### config.mk
export PLATFORM = sky130hd
export DESIGN_NAME = pixel_streamer_flat
export DESIGN_NICKNAME = d
export VERILOG_FILES = /design/src/rtl/pixel_streamer_if.sv /design/src/rtl/pixel_streamer.sv /design/src/flat_wrapper.sv
export SDC_FILE = /design/constraint.sdc
export NUM_CORES = 1
export LEC_CHECK = 0
export CAP_MARGIN = 25
export CORE_MARGIN = 2
export CORE_UTILIZATION = 45
export CTS_BUF_LIST = sky130_fd_sc_hd__clkbuf_16
export DETAILED_ROUTE_END_ITERATION = 6
export SLEW_MARGIN = 5
export SYNTH_ARGS = -nofsm -noshare
export SYNTH_HDL_FRONTEND = slang
export SYNTH_SLANG_ARGS = --single-unit
### constraint.sdc
create_clock -name clk_100mhz -period 6.7 [get_ports clk_100mhz]
set_input_delay 1.005 -clock clk_100mhz [delete_from_list [all_inputs] [get_ports clk_100mhz]]
set_output_delay 1.005 -clock clk_100mhz [all_outputs]
set_load 0.1 [all_outputs]
### src/rtl/pixel_streamer_if.sv
// Byte-in / pixel-out bundle shared by the pixel streamer and whatever
// feeds it bytes and requests pixels. The slave modport is the streamer
// side; master is the source/plotter side.
interface pixel_streamer_if #(
  parameter int FIFO_DEPTH = 16
);
  localparam int CW = $clog2(FIFO_DEPTH) + 1;

  logic [7:0]    byte_in;
  logic          byte_valid;
  logic          byte_ready;
  logic          pixel_req;
  logic          pixel_valid;
  logic          pixel_bit;
  logic          line_end;
  logic          frame_done;
  logic          underrun;
  logic [6:0]    col;
  logic [6:0]    row;
  logic [CW-1:0] fifo_count;

  modport master (
    output byte_in, byte_valid, pixel_req,
    input  byte_ready, pixel_valid, pixel_bit, line_end, frame_done,
           underrun, col, row, fifo_count
  );

  modport slave (
    input  byte_in, byte_valid, pixel_req,
    output byte_ready, pixel_valid, pixel_bit, line_end, frame_done,
           underrun, col, row, fifo_count
  );
endinterface

### src/rtl/pixel_streamer.sv
// Pixel streamer: buffers packed image bytes in a small FIFO and hands
// them out one pixel at a time to the stepper plotter, tracking the
// column/row position and flagging line end and frame completion.
// Build option: define PIXEL_LSB_FIRST_EN to emit byte bit 0 first;
// otherwise bit 7 is emitted first.
module pixel_streamer #(
  parameter int FIFO_DEPTH = 16,
  parameter int H_PIXELS   = 80,
  parameter int V_PIXELS   = 106
) (
  input  logic         clk_100mhz,
  input  logic         rst,
  pixel_streamer_if.slave bus
);
  localparam int AW = $clog2(FIFO_DEPTH);
  localparam int CW = AW + 1;

  localparam logic [CW-1:0] CNT_FULL = CW'(FIFO_DEPTH);
  localparam logic [CW-1:0] CNT_ONE  = CW'(1);
  localparam logic [AW-1:0] PTR_ONE  = AW'(1);
  localparam logic [6:0]    COL_LAST = 7'(H_PIXELS - 1);
  localparam logic [6:0]    ROW_LAST = 7'(V_PIXELS - 1);

  typedef enum logic [1:0] {
    IDLE  = 2'd0,
    SHIFT = 2'd1,
    DONE  = 2'd2
  } state_t;

  // FIFO storage and bookkeeping
  logic [7:0]    mem_q [FIFO_DEPTH];
  logic [AW-1:0] wr_ptr_q, wr_ptr_d;
  logic [AW-1:0] rd_ptr_q, rd_ptr_d;
  logic [CW-1:0] count_q, count_d;
  logic [7:0]    fifo_rd_data;
  logic          push;
  logic          pop;
  logic          byte_ready_w;

  // Unpacker / position state
  state_t        state_q;
  logic [7:0]    shreg_q;
  logic [7:0]    shreg_shifted;
  logic [2:0]    bit_idx_q;
  logic          pixel_valid_q;
  logic          line_end_q;
  logic          frame_done_q;
  logic          underrun_q;
  logic [6:0]    col_q;
  logic [6:0]    row_q;
  logic          last_pixel;
  logic          cur_bit;

  // Ready depends only on registered state, so it never combinationally
  // follows byte_valid or pixel_req.
  assign byte_ready_w = (count_q != CNT_FULL) && !frame_done_q;
  assign push         = bus.byte_valid && byte_ready_w;
  assign fifo_rd_data = mem_q[rd_ptr_q];
  assign last_pixel   = (row_q == ROW_LAST) && (col_q == COL_LAST);

`ifdef PIXEL_LSB_FIRST_EN
  assign cur_bit       = shreg_q[0];
  assign shreg_shifted = {1'b0, shreg_q[7:1]};
`else
  assign cur_bit       = shreg_q[7];
  assign shreg_shifted = {shreg_q[6:0], 1'b0};
`endif

  // Pop whenever the unpacker needs a fresh byte: from IDLE as soon as data
  // exists, or on the request that consumes bit 7 so the next byte follows
  // without a bubble. The final pixel of the frame never pops.
  always_comb begin
    pop = 1'b0;
    case (state_q)
      IDLE:    pop = (count_q != '0);
      SHIFT:   pop = bus.pixel_req && (bit_idx_q == 3'd7) && (count_q != '0) && !last_pixel;
      default: pop = 1'b0;
    endcase
  end

  // FIFO pointer and occupancy next-state; pointers wrap naturally at AW bits
  always_comb begin
    wr_ptr_d = wr_ptr_q;
    rd_ptr_d = rd_ptr_q;
    count_d  = count_q;
    if (push) wr_ptr_d = wr_ptr_q + PTR_ONE;
    if (pop)  rd_ptr_d = rd_ptr_q + PTR_ONE;
    case ({push, pop})
      2'b10:   count_d = count_q + CNT_ONE;
      2'b01:   count_d = count_q - CNT_ONE;
      default: count_d = count_q;
    endcase
  end

  // FIFO data array; contents need no reset because occupancy is reset
  always_ff @(posedge clk_100mhz) begin
    if (push) mem_q[wr_ptr_q] <= bus.byte_in;
  end

  // FIFO pointers and occupancy
  always_ff @(posedge clk_100mhz) begin
    if (rst) begin
      wr_ptr_q <= '0;
      rd_ptr_q <= '0;
      count_q  <= '0;
    end else begin
      wr_ptr_q <= wr_ptr_d;
      rd_ptr_q <= rd_ptr_d;
      count_q  <= count_d;
    end
  end

  // Unpacker FSM with position tracking and registered status outputs
  always_ff @(posedge clk_100mhz) begin
    if (rst) begin
      state_q       <= IDLE;
      shreg_q       <= '0;
      bit_idx_q     <= '0;
      pixel_valid_q <= 1'b0;
      line_end_q    <= 1'b0;
      frame_done_q  <= 1'b0;
      underrun_q    <= 1'b0;
      col_q         <= '0;
      row_q         <= '0;
    end else begin
      line_end_q <= 1'b0;
      case (state_q)
        IDLE: begin
          if (bus.pixel_req) underrun_q <= 1'b1;
          if (count_q != '0) begin
            shreg_q       <= fifo_rd_data;
            bit_idx_q     <= '0;
            pixel_valid_q <= 1'b1;
            state_q       <= SHIFT;
          end
        end
        SHIFT: begin
          if (bus.pixel_req) begin
            if (last_pixel) begin
              // Counters keep their final values once the frame completes
              line_end_q    <= 1'b1;
              frame_done_q  <= 1'b1;
              pixel_valid_q <= 1'b0;
              state_q       <= DONE;
            end else begin
              if (col_q == COL_LAST) begin
                col_q      <= '0;
                row_q      <= row_q + 7'd1;
                line_end_q <= 1'b1;
              end else begin
                col_q <= col_q + 7'd1;
              end
              if (bit_idx_q != 3'd7) begin
                shreg_q   <= shreg_shifted;
                bit_idx_q <= bit_idx_q + 3'd1;
              end else if (count_q != '0) begin
                shreg_q   <= fifo_rd_data;
                bit_idx_q <= '0;
              end else begin
                pixel_valid_q <= 1'b0;
                state_q       <= IDLE;
              end
            end
          end
        end
        DONE: begin
          if (bus.pixel_req) underrun_q <= 1'b1;
        end
        default: begin
          pixel_valid_q <= 1'b0;
          state_q       <= IDLE;
        end
      endcase
    end
  end

  assign bus.byte_ready  = byte_ready_w;
  assign bus.pixel_valid = pixel_valid_q;
  assign bus.pixel_bit   = pixel_valid_q ? cur_bit : 1'b0;
  assign bus.line_end    = line_end_q;
  assign bus.frame_done  = frame_done_q;
  assign bus.underrun    = underrun_q;
  assign bus.col         = col_q;
  assign bus.row         = row_q;
  assign bus.fifo_count  = count_q;
endmodule
### src/flat_wrapper.sv
// flat-port wrapper written by rule: the top's interface ports become plain ports
module pixel_streamer_flat 
#(
  parameter int FIFO_DEPTH = 16,
  parameter int H_PIXELS   = 80,
  parameter int V_PIXELS   = 106
)
  (clk_100mhz, rst, bus_byte_in, bus_byte_valid, bus_pixel_req, bus_byte_ready, bus_pixel_valid, bus_pixel_bit, bus_line_end, bus_frame_done, bus_underrun, bus_col, bus_row, bus_fifo_count);
  pixel_streamer_if #(.FIFO_DEPTH(FIFO_DEPTH)) bus_i ();
  input  logic clk_100mhz;
  input  logic rst;
  input wire logic [$bits(bus_i.byte_in)-1:0] bus_byte_in;
  input wire logic [$bits(bus_i.byte_valid)-1:0] bus_byte_valid;
  input wire logic [$bits(bus_i.pixel_req)-1:0] bus_pixel_req;
  output wire logic [$bits(bus_i.byte_ready)-1:0] bus_byte_ready;
  output wire logic [$bits(bus_i.pixel_valid)-1:0] bus_pixel_valid;
  output wire logic [$bits(bus_i.pixel_bit)-1:0] bus_pixel_bit;
  output wire logic [$bits(bus_i.line_end)-1:0] bus_line_end;
  output wire logic [$bits(bus_i.frame_done)-1:0] bus_frame_done;
  output wire logic [$bits(bus_i.underrun)-1:0] bus_underrun;
  output wire logic [$bits(bus_i.col)-1:0] bus_col;
  output wire logic [$bits(bus_i.row)-1:0] bus_row;
  output wire logic [$bits(bus_i.fifo_count)-1:0] bus_fifo_count;
  assign bus_i.byte_in = bus_byte_in;
  assign bus_i.byte_valid = bus_byte_valid;
  assign bus_i.pixel_req = bus_pixel_req;
  assign bus_byte_ready = bus_i.byte_ready;
  assign bus_pixel_valid = bus_i.pixel_valid;
  assign bus_pixel_bit = bus_i.pixel_bit;
  assign bus_line_end = bus_i.line_end;
  assign bus_frame_done = bus_i.frame_done;
  assign bus_underrun = bus_i.underrun;
  assign bus_col = bus_i.col;
  assign bus_row = bus_i.row;
  assign bus_fifo_count = bus_i.fifo_count;
  pixel_streamer #(.FIFO_DEPTH(FIFO_DEPTH), .H_PIXELS(H_PIXELS), .V_PIXELS(V_PIXELS)) u_core (.clk_100mhz(clk_100mhz), .rst(rst), .bus(bus_i));
endmodule
==> summary.txt <==
Run status
  – Outcome: finished clean

Floorplan
  – Initial Util: a little under half
  – Die ar.: 0.0175 mm^2
  – Die H: 132 um
  – Rows: 46
  – I/O Pins: 37
  – Die X: roughly 130 um
  – Core Area: approximately 0.016 mm^2

Critical path
  – CP max stage delay: about 0.59 ns
  – R2R cell count: 11
  – CP cell instances: or3b_4 > or4_4 > a31oi_4 > nor3_4 > ha_1 > xor2_1 > ha_1 > a21oi_1 > a32oi_1 > a21oi_1 > mux2_2
  – Worst reg-to-reg setup slack: roughly 3.2 ns
  – Worst r2r src: u_core.bus.col[4]$_SDFFE_PP0P_
  – Critical path class: reg -> reg
  – Slowest CP cell: or4_4
  – Worst path depth: 11
  – RR Endpoint: u_core.bus.fifo_count[4]$_SDFFE_PP0P_
  – WP buf/inv: 0
  – CP Capture Type: flip-flop
  – Critical path launch point type: flip-flop
  – Family with the most delay on the worst path: simple AND/OR/NAND/NOR gates
  – Worst EP required: 7.01 ns
  – Crit path max fanout: 10
  – WP data arrival: between 3 and 4 ns

Finish
  – Layout area overhead: 16.2%
  – Ant diodes: 0
  – Nets@finish: a little over 600
  – Share of layout cells above drive strength 1: under 10%

Logic synthesis
  – Yosys top cell area share: 51.8%
  – Post-Syn Area: between 0.007 and 0.008 mm^2
  – Post-synth EDFFs: between 100 and 150
  – Post-synthesis sequential area ratio: about 65%
  – Top FF cell, synth: edfxtp_1
  – Yosys warnings: 0
  – Top post-synthesis cells by count: edfxtp_1 (128), mux2i_1 (63), dfxtp_1 (48)
  – Synth unique cells: 45
  – Gate Count Post-Synth: 547
  – FF+latch count, synth: 176
  – Synth async-reset ratio: 0%
  – Mapped Nets: around 570
  – Cell taking the most area after synthesis: edfxtp_1
  – Syn Area/Cell: around 14 um^2
  – Most numerous cell in the Yosys netlist: edfxtp_1
  – Synth top area cells: edfxtp_1 (52%), dfxtp_1 (13%), mux2i_1 (8.5%)

Global route
  – First-pass GRT wire length: between 20 and 25 mm
  – Initial antenna violation count: 0
  – Pin count of the biggest net entering global routing: 61
  – Total GRT Usage: between 10% and 20%
  – Number of global-route vias before repair: 4359
  – GR Overflow Total: 0

Power
  – Switch Pwr: between 1 and 1.5 mW
  – Pint: approximately 2.1 mW
  – Net Sw Frac: 32.4%
  – Flop pwr share: 41.6%
  – Logic pwr share: between 20% and 30%
  – Peak supply drop: slightly below 0.2 mV
  – Clock power share: between 30% and 40%
  – P_leak: 2.88 nW
  – Pwr/cell area: around 370 mW/mm^2

Clocking
  – Clk_lat worst skew: 0.42 ns
  – Cts hold-fix bufs: 0
  – CTS Sinks: roughly 180
  – Total CTS buffers: 17
  – CTS tree: built
  – CTS clk-pin slew, worst paths: 0.07 ns
  – Root Driver: clkbuf_16
  – H-tree levels: 4
  – Post-CTS resize count: 0
  – Clock buffer depth: 2
  – Setup bufs post-CTS: 0

Min path
  – HP Class: reg -> reg
  – Hold path depth: 1
  – Hold Path Sink: u_core.bit_idx_q[0]$_SDFFE_PP0P_
  – Min-delay src: u_core.bit_idx_q[0]$_SDFFE_PP0P_

Flow run
  – Max cap viols: 0

Timing
  – Slew headroom: 35.1%
  – Clock skew: 0.00628 ns
  – Peak Freq: 0.286 GHz
  – Worst-Margin Slew: ~0.97 ns
  – RSZ-0062 raised after global routing: no
  – Final period utilization: 52.2%
  – Final setup vio count: 0
  – Fin. max-slew vios: 0
  – Final hold slack: around 0.48 ns
  – Hold Vio Cnt, Final: 0
  – Setup TNS: 0 ns
  – Min Tclk post-route: between 3 and 4 ns

Route
  – DR vias/cell: roughly 5.4
  – Final ANT Viol Nets: 0
  – Iteration count of the initial detailed-routing pass: 4
  – Wire per inst: ~19 um
  – DR iter-0 viols: between 300 and 400
  – Total number of vias: 4424
  – Drc violations: 0
  – Routed WL: 15.1 mm

Placement
  – Input/output buffers: 36
  – Post-DP HPWL: roughly 10 mm
  – GPL Wtd Cong: about 0.78
[worst max path at each step]
stage | start | endpoint | slack, ns
after floorplan | u_core.bus.col[0]$_SDFFE_PP0P_ | u_core.bus.fifo_count[4]$_SDFFE_PP0P_ | 2.53
after global placement | bus_pixel_req | u_core.bus.fifo_count[4]$_SDFFE_PP0P_ | 2.92
after detailed placement | bus_pixel_req | u_core.bus.fifo_count[4]$_SDFFE_PP0P_ | 2.82
after CTS | u_core.bus.col[4]$_SDFFE_PP0P_ | u_core.bus.fifo_count[4]$_SDFFE_PP0P_ | 3.19
after global routing | u_core.bus.col[0]$_SDFFE_PP0P_ | u_core.bus.fifo_count[4]$_SDFFE_PP0P_ | 2.95
final | u_core.bus.col[4]$_SDFFE_PP0P_ | u_core.bus.fifo_count[4]$_SDFFE_PP0P_ | 3.20
[power groups by stage]
stage / Combinational, mW / Sequential, mW / Clock [mW]
after floorplan: 0.544 / 1.40 / 0
after global placement: 0.768 / 1.40 / 0
after detailed placement: 0.777 / 1.40 / 0
after CTS: 0.780 / 1.38 / 1.03
after global routing: 0.916 / 1.33 / 1.08
final: 0.837 / 1.32 / 1.01
[sequential cells by signal, indices dropped and copies added, names as in the netlist, named ones only]
register,cells
u_core.mem_q,128
u_core.shreg_q,8
u_core.bus.col,7
u_core.bus.row,7
u_core.bus.fifo_count,5
u_core.rd_ptr_q,4
u_core.wr_ptr_q,4
u_core.bit_idx_q,3
u_core.state_q,2
u_core.bus.frame_done,1
u_core.bus.line_end,1
u_core.bus.pixel_valid,1
u_core.bus.underrun,1
[through the flow]
stage / utilization (%) / power (mW) / cell area [um^2] / std cells / setup WS [ns]
after global placement: 49.9 / 2.16 / 7990 / 779 / 2.92
final: 53.9 / 3.17 / 8620 / 812 / 3.20
after global routing: 53.9 / 3.32 / 8620 / 812 / 2.95
after CTS: 53.7 / 3.18 / 8600 / 811 / 3.19
after detailed placement: 49.9 / 2.18 / 7990 / 779 / 2.82
after floorplan: - / 1.95 / 7420 / 547 / 2.53
[layout by cell type, fill, tap and decap left out, drive strengths merged, types with 8 or more instances in the layout]
| master | instances |
|---|---|
| a21o | 8 |
| a21oi | 24 |
| a22oi | 30 |
| and2 | 12 |
| clkbuf | 17 |
| clkdlybuf4s50 | 36 |
| dfxtp | 48 |
| edfxtp | 128 |
| ha | 13 |
| inv | 15 |
| mux2i | 63 |
| nand2 | 16 |
| nand3 | 14 |
| nand4 | 13 |
| nor2 | 43 |
| nor3 | 15 |
| xor2 | 13 |
[logic make-up (layout without fill, tap and decap cells)]
logic type / Yosys count / count (layout) / synth area share (%)
XOR/XNOR: 18 / 18 / 2.12
AND/OR/NAND/NOR: 147 / 147 / 10.6
buffers and inverters: 36 / 85 / 2.01
multiplexers: 72 / 72 / 10.5
adder cells (fa/ha/maj): 13 / 13 / 2.19
flip-flops: 176 / 176 / 64.7
AO/OA/AOI/OAI: 85 / 85 / 7.89
[routing by layer]
metal	global-route usage [%]	part of all wire [%]	wire length (um)
met2	29.4	50	7600
met4	6.81	0.98	148
met3	3.83	5.4	817
met5	0	0	0
met1	23.5	43	6500
[cell type report]
type / instances / area (um^2)
Inverter: 10 / 37.5
Tap cell: 216 / 270
Sequential cell: 176 / 4810
Timing Repair Buffer: 43 / 433
Clock buffer: 17 / 425
Fill cell: 1399 / 7380
Clock inverter: 15 / 181
Multi-Input combinational cell: 335 / 2470
Note: power is estimated with default switching activity, not from simulation.
